[src/rtl/hex_display_pkg.sv]
// Shared constants and types for the hex display pager: page geometry and the page slice helper.
package hex_display_pkg;

  localparam int unsigned NUM_PAGES = 4;
  localparam int unsigned PAGE_W    = 2;
  localparam int unsigned PAGE_BITS = 16;
  localparam int unsigned DATA_W    = 64;

  typedef logic [PAGE_W-1:0] page_t;

  function automatic logic [PAGE_BITS-1:0] page_slice(input logic [DATA_W-1:0] data,
                                                      input page_t             pg);
    return data[PAGE_BITS*pg +: PAGE_BITS];
  endfunction

endpackage

[src/rtl/button_debounce.sv]
// Push-button conditioner: 2-FF synchroniser, stable-level debounce counter and a registered
// rising-edge pulse on the debounced level.
module button_debounce #(
  parameter int unsigned DEBOUNCE_CYCLES = 50000
) (
  input  logic clk,
  input  logic reset,
  input  logic raw,
  output logic level,
  output logic rise_pulse
);

  localparam int unsigned CntW = $clog2(DEBOUNCE_CYCLES);
  localparam logic [CntW-1:0] CntMax = CntW'(DEBOUNCE_CYCLES - 1);

  logic            s1_q, s2_q;
  logic            db_q, db_d;
  logic            db_prev_q;
  logic            pulse_q, pulse_d;
  logic [CntW-1:0] cnt_q, cnt_d;

  // The new level is accepted only after DEBOUNCE_CYCLES consecutive disagreeing samples.
  always_comb begin
    db_d  = db_q;
    cnt_d = '0;
    if (s2_q != db_q) begin
      if (cnt_q == CntMax) begin
        db_d = s2_q;
      end else begin
        cnt_d = cnt_q + 1'b1;
      end
    end
    pulse_d = db_q & ~db_prev_q;
  end

  always_ff @(posedge clk) begin
    if (reset) begin
      s1_q      <= 1'b0;
      s2_q      <= 1'b0;
      db_q      <= 1'b0;
      db_prev_q <= 1'b0;
      cnt_q     <= '0;
      pulse_q   <= 1'b0;
    end else begin
      s1_q      <= raw;
      s2_q      <= s1_q;
      db_q      <= db_d;
      db_prev_q <= db_q;
      cnt_q     <= cnt_d;
      pulse_q   <= pulse_d;
    end
  end

  assign level      = db_q;
  assign rise_pulse = pulse_q;

endmodule

[src/rtl/hex_display_pager.sv]
// Snapshot a 64-bit debug value and show it one 16-bit page at a time, stepped by a button or a
// scroll timer. Define HEX_PAGER_LIVE_EN to track data_in continuously instead of on load.
module hex_display_pager
  import hex_display_pkg::*;
#(
  parameter int unsigned DEBOUNCE_CYCLES = 50000,
  parameter int unsigned SCROLL_CYCLES   = 50000000
) (
  input  logic                 clk,
  input  logic                 reset,
  input  logic [DATA_W-1:0]    data_in,
  input  logic                 load,
  input  logic                 btn_next,
  input  logic                 auto_en,
  output logic [PAGE_BITS-1:0] disp,
  output logic [PAGE_W-1:0]    page,
  output logic                 step_pulse
);

  localparam int unsigned TmrW = $clog2(SCROLL_CYCLES);
  localparam logic [TmrW-1:0] TmrMax = TmrW'(SCROLL_CYCLES - 1);

  logic [DATA_W-1:0] snap_q, snap_d;
  page_t             page_q, page_d;
  logic [TmrW-1:0]   timer_q, timer_d;
  logic              step;
  logic              tick;
  logic              unused_db_level;

  button_debounce #(
    .DEBOUNCE_CYCLES(DEBOUNCE_CYCLES)
  ) u_debounce (
    .clk       (clk),
    .reset     (reset),
    .raw       (btn_next),
    .level     (unused_db_level),
    .rise_pulse(step)
  );

  assign tick = auto_en && (timer_q == TmrMax);

  always_comb begin
    snap_d  = snap_q;
    page_d  = page_q;
    timer_d = timer_q;
`ifdef HEX_PAGER_LIVE_EN
    snap_d = data_in;
`else
    if (load) snap_d = data_in;
`endif
    // load outranks stepping: a coincident step or tick is dropped.
    if (load) begin
      page_d  = '0;
      timer_d = '0;
    end else begin
      if (step || tick) page_d = page_q + 1'b1;
      if (!auto_en || step || tick) begin
        timer_d = '0;
      end else begin
        timer_d = timer_q + 1'b1;
      end
    end
  end

  always_ff @(posedge clk) begin
    if (reset) begin
      snap_q  <= '0;
      page_q  <= '0;
      timer_q <= '0;
    end else begin
      snap_q  <= snap_d;
      page_q  <= page_d;
      timer_q <= timer_d;
    end
  end

  assign disp       = page_slice(snap_q, page_q);
  assign page       = page_q;
  assign step_pulse = step;

endmodule

[config.mk]
export PLATFORM = sky130hd
export DESIGN_NAME = hex_display_pager
export DESIGN_NICKNAME = d
export VERILOG_FILES = /design/src/rtl/hex_display_pkg.sv /design/src/rtl/button_debounce.sv /design/src/rtl/hex_display_pager.sv
export SDC_FILE = /design/constraint.sdc
export NUM_CORES = 1
export LEC_CHECK = 0
export CORE_MARGIN = 2
export CORE_UTILIZATION = 56
export CTS_BUF_LIST = sky130_fd_sc_hd__clkbuf_8 sky130_fd_sc_hd__clkbuf_16
export DETAILED_ROUTE_END_ITERATION = 8
export PLACE_DENSITY = 0.85
export SYNTH_ARGS = -nofsm -noshare
export SYNTH_HDL_FRONTEND = slang
export SYNTH_SLANG_ARGS = --single-unit
[constraint.sdc]
create_clock -name clk -period 3.9 [get_ports clk]
set_input_delay 0.39 -clock clk [delete_from_list [all_inputs] [get_ports clk]]
set_output_delay 0.39 -clock clk [all_outputs]
set_load 0.005 [all_outputs]
==> metrics.md, run 1 <==
| Metric | Value |
|---|---|
| Synth warn | `0` |
| Critical R2R Capture | `timer_q[18]$_SDFF_PP0_` |
| FF-to-FF path depth | `4` |
| Setup CP Type | `flop to primary output` |
| First-pass GRT wire length | `18800 um` |
| Met2 Use GR | `44.3%` |
| Grt ovf | `0` |
| Post-cts hold buffer count | `0` |
| Worst Hold Class | `input port to flop` |
| Slew HR | `26.1%` |
| CTS tree | `built` |
| Postcts setup bufs | `0` |
| Post-route ant nets | `0` |
| Number of global-route vias before repair | `3854` |
| Synth Area in Simple Gates | `20.2%` |
| Final setup violation count | `0` |
| Fin Setup TNS | `0 ns` |
| Diodes inserted | `0` |
| Compound-gate portion of the synthesized area | `3.79%` |
| Drt pass-1 iters | `4` |
| CP Capture Type | `primary output` |
| Slowest Stage Delay on Critical Path | `1.05 ns` |
| Initial core utilization | `58.5%` |
| Cts repair resizes | `0` |
| Tot Pwr | `3.07 mW` |
| Post-synth top area share | `46.6%` |
| CTS clk-pin slew, worst paths | `0.06 ns` |
| Mapped Nets | `555` |
| Hold endpoint | `u_debounce.level$_SDFFE_PP0P_` |
| DRT iter0 DRCs | `239` |
| Placeable Area | `8300 sq um` |
| R2R Path Start | `timer_q[18]$_SDFF_PP0_` |
| Chip Width | `97.1 um` |
| Max-Cap Viols | `0` |
| Clock sinks | `113` |
| Die height | `97.1 um` |
| Count of cell types in the netlist | `44` |
| Cell count after synthesis | `484` |
| XOR/XNOR share of the synthesized area | `4.51%` |
| Clock Path Buffers | `2` |
| Clock root cell | `clkbuf_8` |
| Post-route minimum period | `3.04 ns` |
| Worst-skew pair later-pin latency | `0.51 ns` |
| Io pins | `88` |
| Layout area overhead | `31.5%` |
| Post-synth EDFFs | `0` |
| Run status | `completed` |
| Largest net degree at the start of global routing | `59` |
| Post-route DRC | `0` |
| WHS Path Cells | `2` |
| Min-delay src | `reset` |
| WP data required | `3.51 ns` |
| All-Layer GR Usage | `24.9%` |
| Final Net Count | `636` |
| Main combinational cell family by area after synthesis | `multiplexers` |
| Adder-cell share of the synthesized area | `0.515%` |
| Die area | `9430 sq um` |
| CTS buffer count | `17` |
| Async S/R FF share, synth | `0%` |
| Port Buffers | `87` |
| Vias | `3851` |
| Wire per inst | `16.8 um` |
| Max-slew violation count | `0` |
| Worst-path maximum fanout | `20` |
| Cell count along the critical path | `2` |
| WP data arrival | `2.65 ns` |
| H-tree Lvls | `4` |
| #FFs+latches synth | `113` |
| Slew @ Worst Pin | `1.11 ns` |
| Synth Cell Area | `4860 sq um` |
| Max VDD drop | `0.337 mV` |
| Most area-consuming cells after synthesis | `dfxtp_1 47%, mux2i_1 14%, nor2_1 7.6%` |
| Mean Syn Cell Area | `10.0 sq um` |
| Final Skew | `0.0111 ns` |
| Mux contribution to synthesized area | `21.0%` |
| Cell taking the most area after synthesis | `dfxtp_1` |
| Vias per cell | `5.64` |
| CP cell instances | `mux4_2 -> clkdlybuf4s50_1` |
| Slowest CP cell | `dfxtp_1` |
| Launching element type of the critical path | `flop` |
| Grt met3 use | `7.84%` |
| Std-Cell Rows | `33` |
| Pwr/cell area | `481 nW/um^2` |
| Sequential fraction of the synthesis area | `46.6%` |
| Count of final hold-check violations | `0` |
| Final WL | `11500 um` |
| Register-to-Register Setup Slack | `1.56 ns` |
| Most common library cells after synthesis | `113 x dfxtp_1, 98 x nor2_1, 66 x mux2i_1` |
| Unrepaired setup endpoints after global routing | `no` |
| Most frequent cell after synthesis | `dfxtp_1` |
| Fmax | `329 MHz` |
| Antenna violations before repair | `0` |
| Tcrit/Tclk final | `77.9%` |
| Critical path's top delay family | `flip-flops` |
| Filler instances | `526` |
| Dominant synthesized flop cell | `dfxtp_1` |
| P_leak | `2.40 nW` |
| GR met1 Demand/Resource | `28.1%` |
| Layout cells sized above 1 | `10.9%` |
| Global placement routability congestion | `0.886` |
| Buf/Inv on CP | `1` |
| GRT busiest layer | `met2` |
| Post-DP HPWL | `7440 um` |
==> power by group <==
group / internal (mW) / switching [mW] / total [mW]
combinational: 0.128 / 0.0791 / 0.207
clock: 1.11 / 0.532 / 1.65
sequential: 1.20 / 0.0233 / 1.22
total: 2.44 / 0.634 / 3.07
==> logic make-up (layout without fill, tap and decap cells) <==
family          count (synthesis)  count (layout)
mux                            82              82
compound gates                 32              32
buf+inv                        37             131
flops                         113             113
simple gates                  193             193
fa+ha+maj                       2               2
xor+xnor                       25              25
==> sequential cells by signal (all words and copies together), names as in the netlist <==
signal                 cells
u_debounce.db_prev_q       1
u_debounce.rise_pulse      1
snap_q                    64
timer_q                   26
page                       2
u_debounce.level           1
u_debounce.s1_q            1
u_debounce.s2_q            1
u_debounce.cnt_q          16
==> worst max path at each step <==
stage | start | to | slack (ns)
after floorplan | timer_q[0]$_SDFF_PP0_ | timer_q[20]$_SDFF_PP0_ | 1.98
after global placement | page[1]$_SDFFE_PP0P_ | disp[14] | 1.41
after detailed placement | page[1]$_SDFFE_PP0P_ | disp[13] | 1.34
after CTS | page[1]$_SDFFE_PP0P_ | disp[13] | 0.82
after global routing | page[1]$_SDFFE_PP0P_ | disp[14] | 0.72
final | page[1]$_SDFFE_PP0P_ | disp[13] | 0.86
==> placed cells by master, fill, tap and decap left out, drive strengths merged, types with 2 or more instances in the layout <==
master / count
buf: 5
o31ai: 4
nor4: 8
bufinv: 5
nor4b: 2
nor3: 7
or3: 10
xor2: 7
clkinvlp: 4
nor2b: 4
nand2: 12
nand3b: 4
inv: 11
clkdlybuf4s50: 85
dfxtp: 113
mux4: 16
o21ai: 8
or4: 9
or3b: 2
nand3: 14
a21oi: 17
clkinv: 3
mux2i: 66
and3: 5
clkbuf: 18
nor2: 98
xnor2: 18
ha: 2
or2: 2
nand4: 11
==> worst register-to-register path, cell delays in order (launching register included) <==
cell and delay [ns]:
dfxtp_1 0.37, or4b_1 0.53, nor4_1 0.39, a21o_1 0.74, a21oi_1 0.14
==> per-stage QoR <==
step | utilization [%] | setup WS (ns) | hold slack (ns) | instance area, sq um | std cells
after floorplan | - | 1.98 | 0.367 | 4860 | 484
after global placement | 69.2 | 1.41 | 0.372 | 5750 | 651
after detailed placement | 69.2 | 1.34 | 0.379 | 5750 | 651
after CTS | 76.9 | 0.817 | 0.257 | 6380 | 683
after global routing | 76.9 | 0.722 | 0.287 | 6380 | 683
final | 76.9 | 0.862 | 0.252 | 6380 | 683
==> area by class of cell <==
class	count	area [sq um]	area share [%]
Multi-Input combinational cell	334	2430	38.1
Sequential cell	113	2260	35.4
Timing Repair Buffer	90	886	13.9
Clock buffer	18	428	6.70
Clock inverter	14	211	3.31
Tap cell	105	131	2.06
Inverter	9	33.8	0.529
==> routing by layer <==
layer	up-vias	part of all wire, %
met1	1871	42
li1	1867	-
met3	16	4.6
met5	-	0
met4	0	1.4
met2	97	52
No activity file was read; power rests on OpenSTA's default activity.
==> run 2, diff against run 1 <==
--- a/config.mk
+++ b/config.mk
@@ -6,10 +6,10 @@
 export NUM_CORES = 1
 export LEC_CHECK = 0
 export CORE_MARGIN = 2
-export CORE_UTILIZATION = 56
+export CORE_UTILIZATION = 52
 export CTS_BUF_LIST = sky130_fd_sc_hd__clkbuf_8 sky130_fd_sc_hd__clkbuf_16
 export DETAILED_ROUTE_END_ITERATION = 8
-export PLACE_DENSITY = 0.85
+export PLACE_DENSITY = 0.8
 export SYNTH_ARGS = -nofsm -noshare
 export SYNTH_HDL_FRONTEND = slang
 export SYNTH_SLANG_ARGS = --single-unit
==> constraint.sdc (replaced) <==
create_clock -name clk -period 3.1 [get_ports clk]
set_input_delay 0.31 -clock clk [delete_from_list [all_inputs] [get_ports clk]]
set_output_delay 0.31 -clock clk [all_outputs]
set_load 0.005 [all_outputs]
==> run 2 against run 1 <==
Clock skew is 0.0046 ns lower. Utilization shrank 7.4 points. Critical path type unchanged. Highest routed layer unchanged. Via count shrank 1.8%. Largest power group unchanged.
==> metrics.md, run 2 (same netlist as run 1, synthesis figures left out) <==
| Metric | Value |
|---|---|
| Run status | `completed` |
| Final setup violation count | `0` |
| Post-route minimum period | `2.59 ns` |
| Storage cell area | `2260 sq um` |
| Grt ovf | `0` |
| Max-slew violation count | `0` |
| Placed cell count | `659` |
| Antenna violations before repair | `0` |
| Wire per inst | `15.7 um` |
| Slowest CP cell | `mux4_2` |
| Most common cell after layout, fill and taps aside | `dfxtp_1` |
| Drt pass-1 iters | `4` |
| Diodes inserted | `0` |
| Post-route DRC | `0` |
| CTS tree | `built` |
| Final Net Count | `638` |
| CTS clk-pin slew, worst paths | `0.06 ns` |
| All-Layer GR Usage | `22.0%` |
| Hold_ws | `0.169 ns` |
| Final Cell Area | `6360 sq um` |
| Final WL | `10900 um` |
| Die area | `10100 sq um` |
| Biggest regs | `snap_q: 64 flops, timer_q: 26 flops, u_debounce.cnt_q: 16 flops` |
| Layout area overhead | `31.0%` |
| CP Capture Type | `primary output` |
| Post-route ant nets | `0` |
| P_leak | `2.40 nW` |
| Chip Width | `101 um` |
| Fin Setup TNS | `0 ns` |
| Max VDD drop | `0.527 mV` |
| Vias per cell | `5.48` |
| Biggest register | `snap_q` |
| Number of global-route vias before repair | `3693` |
| Launching element type of the critical path | `flop` |
| Cts repair resizes | `0` |
| Port Buffers | `87` |
| Multi-input logic area | `2430 sq um` |
| Worst Hold Class | `input port to flop` |
| Clock Path Buffers | `2` |
| Slew HR | `43.0%` |
| Post-Place Worst Slack | `0.862 ns` |
| Io pins | `88` |
| CTS buffer count | `17` |
| Final WS setup | `0.511 ns` |
| Tcrit/Tclk final | `83.5%` |
| Clock sinks | `113` |
| Placeable Area | `9150 sq um` |
| Global placement routability congestion | `0.867` |
| Initial core utilization | `53.1%` |
| Die height | `101 um` |
| Post-DP Area | `5770 sq um` |
| Largest net degree at the start of global routing | `60` |
| Post-DP HPWL | `7240 um` |
| WP data arrival | `2.28 ns` |
| Pwr/cell area | `582 nW/um^2` |
| Slowest Stage Delay on Critical Path | `0.55 ns` |
| Max-Cap Viols | `0` |
| Layout cells sized above 1 | `11.1%` |
| DRT iter0 DRCs | `169` |
| CP cell instances | `buf_4 -> mux4_2 -> clkdlybuf4s50_1` |
| Postcts setup bufs | `0` |
| Max reg flops | `64` |
| Post-cts hold buffer count | `0` |
| Worst-path maximum fanout | `16` |
| Worst-skew pair later-pin latency | `0.51 ns` |
| Setup CP Type | `flop to primary output` |
| Fmax | `386 MHz` |
| Most frequent cells in the layout | `113 x dfxtp_1, 98 x nor2_1, 85 x clkdlybuf4s50_1, 66 x mux2i_1, 18 x xnor2_1` |
| First-pass GRT wire length | `17400 um` |
| Unrepaired setup endpoints after global routing | `no` |
| Clock root cell | `clkbuf_8` |
| Filler instances | `657` |
| Count of final hold-check violations | `0` |
| WP data required | `2.79 ns` |
| Final Skew | `0.00651 ns` |
| Std-Cell Rows | `35` |
| Finished Layout Cells | `690` |
| H-tree Lvls | `4` |
| Vias | `3782` |
| Slew @ Worst Pin | `0.854 ns` |
[run 2: cell count changes in the layout (fill, tap and decap cells not counted), sizes merged]
cell / change
inv: -1
clkinvlp: -2
clkinv: +2
buf: +2
clkbuf: +2
bufinv: -2
[run 2: layout make-up]
| class | count | share of cell area, % |
|---|---|---|
| clock buffer | 20 | 7.16 |
| clock inverter | 11 | 2.16 |
| sequential | 113 | 35.6 |
| inverter | 9 | 0.531 |
| multi-input combinational | 334 | 38.2 |
| tap | 111 | 2.18 |
| timing repair buffer | 92 | 14.2 |
[run 2: final timing paths]
| kind | slack, ns | end | cells past startpoint | startpoint |
|---|---|---|---|---|
| worst max-delay path | 0.51 | disp[13] | 3 | page[1]$_SDFFE_PP0P_ |
| worst min-delay path | 0.17 | snap_q[35]$_SDFFE_PP0P_ | 2 | reset |
| worst min register to register | 0.39 | u_debounce.rise_pulse$_SDFF_PP0_ | 1 | u_debounce.db_prev_q$_SDFF_PP0_ |
| worst max register to register | 0.86 | timer_q[24]$_SDFF_PP0_ | 4 | timer_q[18]$_SDFF_PP0_ |
[run 2: through the flow]
stage | power (mW) | utilization, %
final | 3.70 | 69.5
after global routing | 3.84 | 69.5
after global placement | 1.81 | 63.0
after floorplan | 1.68 | -
after CTS | 3.73 | 69.5
after detailed placement | 1.82 | 63.0
[run 2: worst max-delay path: cells and delay by family, from the launching register on]
| family | cells | cell delay (ns) |
|---|---|---|
| buf+inv | 2 | 0.81 |
| mux | 1 | 0.55 |
| flops | 1 | 0.41 |
[run 2: layer usage]
layer,part of all wire [%],global-route usage (%),vias to the layer above
li1,-,-,1879
met1,45,27.4,1789
met2,49,35.4,90
met3,3.4,6.24,24
met4,2.7,10.1,0
met5,0,0,-
[run 2: power breakdown]
group / total, mW / switching (mW) / internal, mW
Clock: 1.91 / 0.639 / 1.27
Sequential: 1.53 / 0.0267 / 1.51
Combinational: 0.259 / 0.0984 / 0.161
Total: 3.70 / 0.764 / 2.94
==> run 3, diff against run 2 <==
==> constraint.sdc (replaced) <==
create_clock -name clk -period 2.7 [get_ports clk]
set_input_delay 0.27 -clock clk [delete_from_list [all_inputs] [get_ports clk]]
set_output_delay 0.27 -clock clk [all_outputs]
set_load 0.005 [all_outputs]
==> run 3 against run 2 <==
Sequential power up 15%. Global-route usage up 0.80 points. Clock power up 18%. Worst setup slack worse by 0.19 ns. Via count up 3.9%. Register-to-register slack worse by 0.35 ns. Clock skew down 0.0025 ns. Critical path depth unchanged. Die area unchanged. Worst hold slack worse by 0.046 ns. Utilization up 0.46 points. Largest power group unchanged.
==> metrics.md, run 3 (same netlist as run 1, synthesis figures left out) <==
| Metric | Value |
|---|---|
| Run status | `completed` |
| Worst Hold Class | `input port to flop` |
| Clock sinks | `113` |
| Antenna violations before repair | `0` |
| Drt pass-1 iters | `5` |
| Biggest regs | `snap_q: 64 flops, timer_q: 26 flops, u_debounce.cnt_q: 16 flops` |
| Final Skew | `0.00398 ns` |
| Final WL | `11200 um` |
| Fin Setup TNS | `0 ns` |
| Wire per inst | `16.1 um` |
| Die area | `10100 sq um` |
| Vias | `3931` |
| Max reg flops | `64` |
| Launching element type of the critical path | `flop` |
| P_leak | `2.41 nW` |
| Post-route ant nets | `0` |
| Most common cell after layout, fill and taps aside | `dfxtp_1` |
| Layout cells sized above 1 | `12.2%` |
| Global placement routability congestion | `0.849` |
| Final setup violation count | `0` |
| Number of global-route vias before repair | `3890` |
| All-Layer GR Usage | `22.8%` |
| CTS tree | `built` |
| Pwr/cell area | `672 nW/um^2` |
| First-pass GRT wire length | `18200 um` |
| DRT iter0 DRCs | `159` |
| Worst-skew pair later-pin latency | `0.51 ns` |
| Io pins | `88` |
| Diodes inserted | `0` |
| Grt ovf | `0` |
| Post-route minimum period | `2.38 ns` |
| Setup CP Type | `flop to primary output` |
| Clock root cell | `clkbuf_8` |
| Post-DP HPWL | `7470 um` |
| Layout area overhead | `31.8%` |
| CTS buffer count | `17` |
| CP Capture Type | `primary output` |
| Std-Cell Rows | `35` |
| Max VDD drop | `0.561 mV` |
| Tcrit/Tclk final | `88.3%` |
| Slew HR | `58.6%` |
| WP data arrival | `2.11 ns` |
| Biggest register | `snap_q` |
| CTS clk-pin slew, worst paths | `0.06 ns` |
| WP data required | `2.43 ns` |
| Max-slew violation count | `0` |
| Placeable Area | `9150 sq um` |
| H-tree Lvls | `4` |
| Initial core utilization | `53.1%` |
| Fmax | `420 MHz` |
| Max-Cap Viols | `0` |
| Die height | `101 um` |
| Final Net Count | `641` |
| Post-route DRC | `0` |
| Cts repair resizes | `0` |
| Port Buffers | `87` |
| Vias per cell | `5.66` |
| Worst-path maximum fanout | `13` |
| Count of final hold-check violations | `0` |
| Clock Path Buffers | `2` |
| Post-cts hold buffer count | `0` |
| Postcts setup bufs | `0` |
| Slew @ Worst Pin | `0.621 ns` |
| Final Cell Area | `6400 sq um` |
| Post-DP Area | `5790 sq um` |
| Most frequent cells in the layout | `111 x dfxtp_1, 98 x nor2_1, 85 x clkdlybuf4s50_1, 66 x mux2i_1, 18 x xnor2_1` |
| Unrepaired setup endpoints after global routing | `no` |
| Largest net degree at the start of global routing | `39` |
| Chip Width | `101 um` |
run 3: metal layers:
metal | vias to the layer above | part of all wire, % | global-route usage (%)
met5 | - | 0 | 0
met4 | 0 | 2.5 | 10.2
met3 | 21 | 3.9 | 5.89
met2 | 96 | 52 | 39.3
met1 | 1915 | 42 | 26.7
li1 | 1899 | - | -
run 3: path summary, 6_finish.rpt:
check,startpoint,endpoint,slack (ns),cells past startpoint
worst max-delay path,page[0]$_SDFFE_PP0P_,disp[14],0.32,3
worst min-delay path,reset,snap_q[51]$_SDFFE_PP0P_,0.12,2
worst max register to register,timer_q[0]$_SDFF_PP0_,timer_q[20]$_SDFF_PP0_,0.51,5
worst min register to register,u_debounce.db_prev_q$_SDFF_PP0_,u_debounce.rise_pulse$_SDFF_PP0_,0.42,1
run 3: layout make-up:
| class | count | area, sq um |
|---|---|---|
| Fill cell | 644 | 2750 |
| Multi-Input combinational cell | 334 | 2430 |
| Sequential cell | 113 | 2260 |
| Timing Repair Buffer | 95 | 923 |
| Clock buffer | 18 | 428 |
| Clock inverter | 14 | 183 |
| Tap cell | 111 | 139 |
| Inverter | 9 | 33.8 |
run 3: metrics by stage:
step	power [mW]	instances	util, %	setup WS [ns]	hold slack (ns)
detailed placement	2.09	662	63.3	0.571	0.380
finish	4.30	694	70.0	0.317	0.122
floorplan	1.93	484	-	0.782	0.367
CTS	4.34	694	69.9	0.0260	0.115
global placement	2.08	662	63.3	0.581	0.374
global route	4.44	694	70.0	0.200	0.113
run 3: worst max-delay path, stage by stage, from the launching register on:
cell and delay, ns:
dfxtp_2 0.53, buf_4 0.28, mux4_2 0.31, clkdlybuf4s50_1 0.48
run 3: where the power goes:
part | leakage (nW) | switching (mW) | internal (mW)
clock network | 0.293 | 0.803 | 1.44
logic | 1.19 | 0.111 | 0.187
registers | 0.925 | 0.0321 | 1.73
total | 2.41 | 0.946 | 3.36
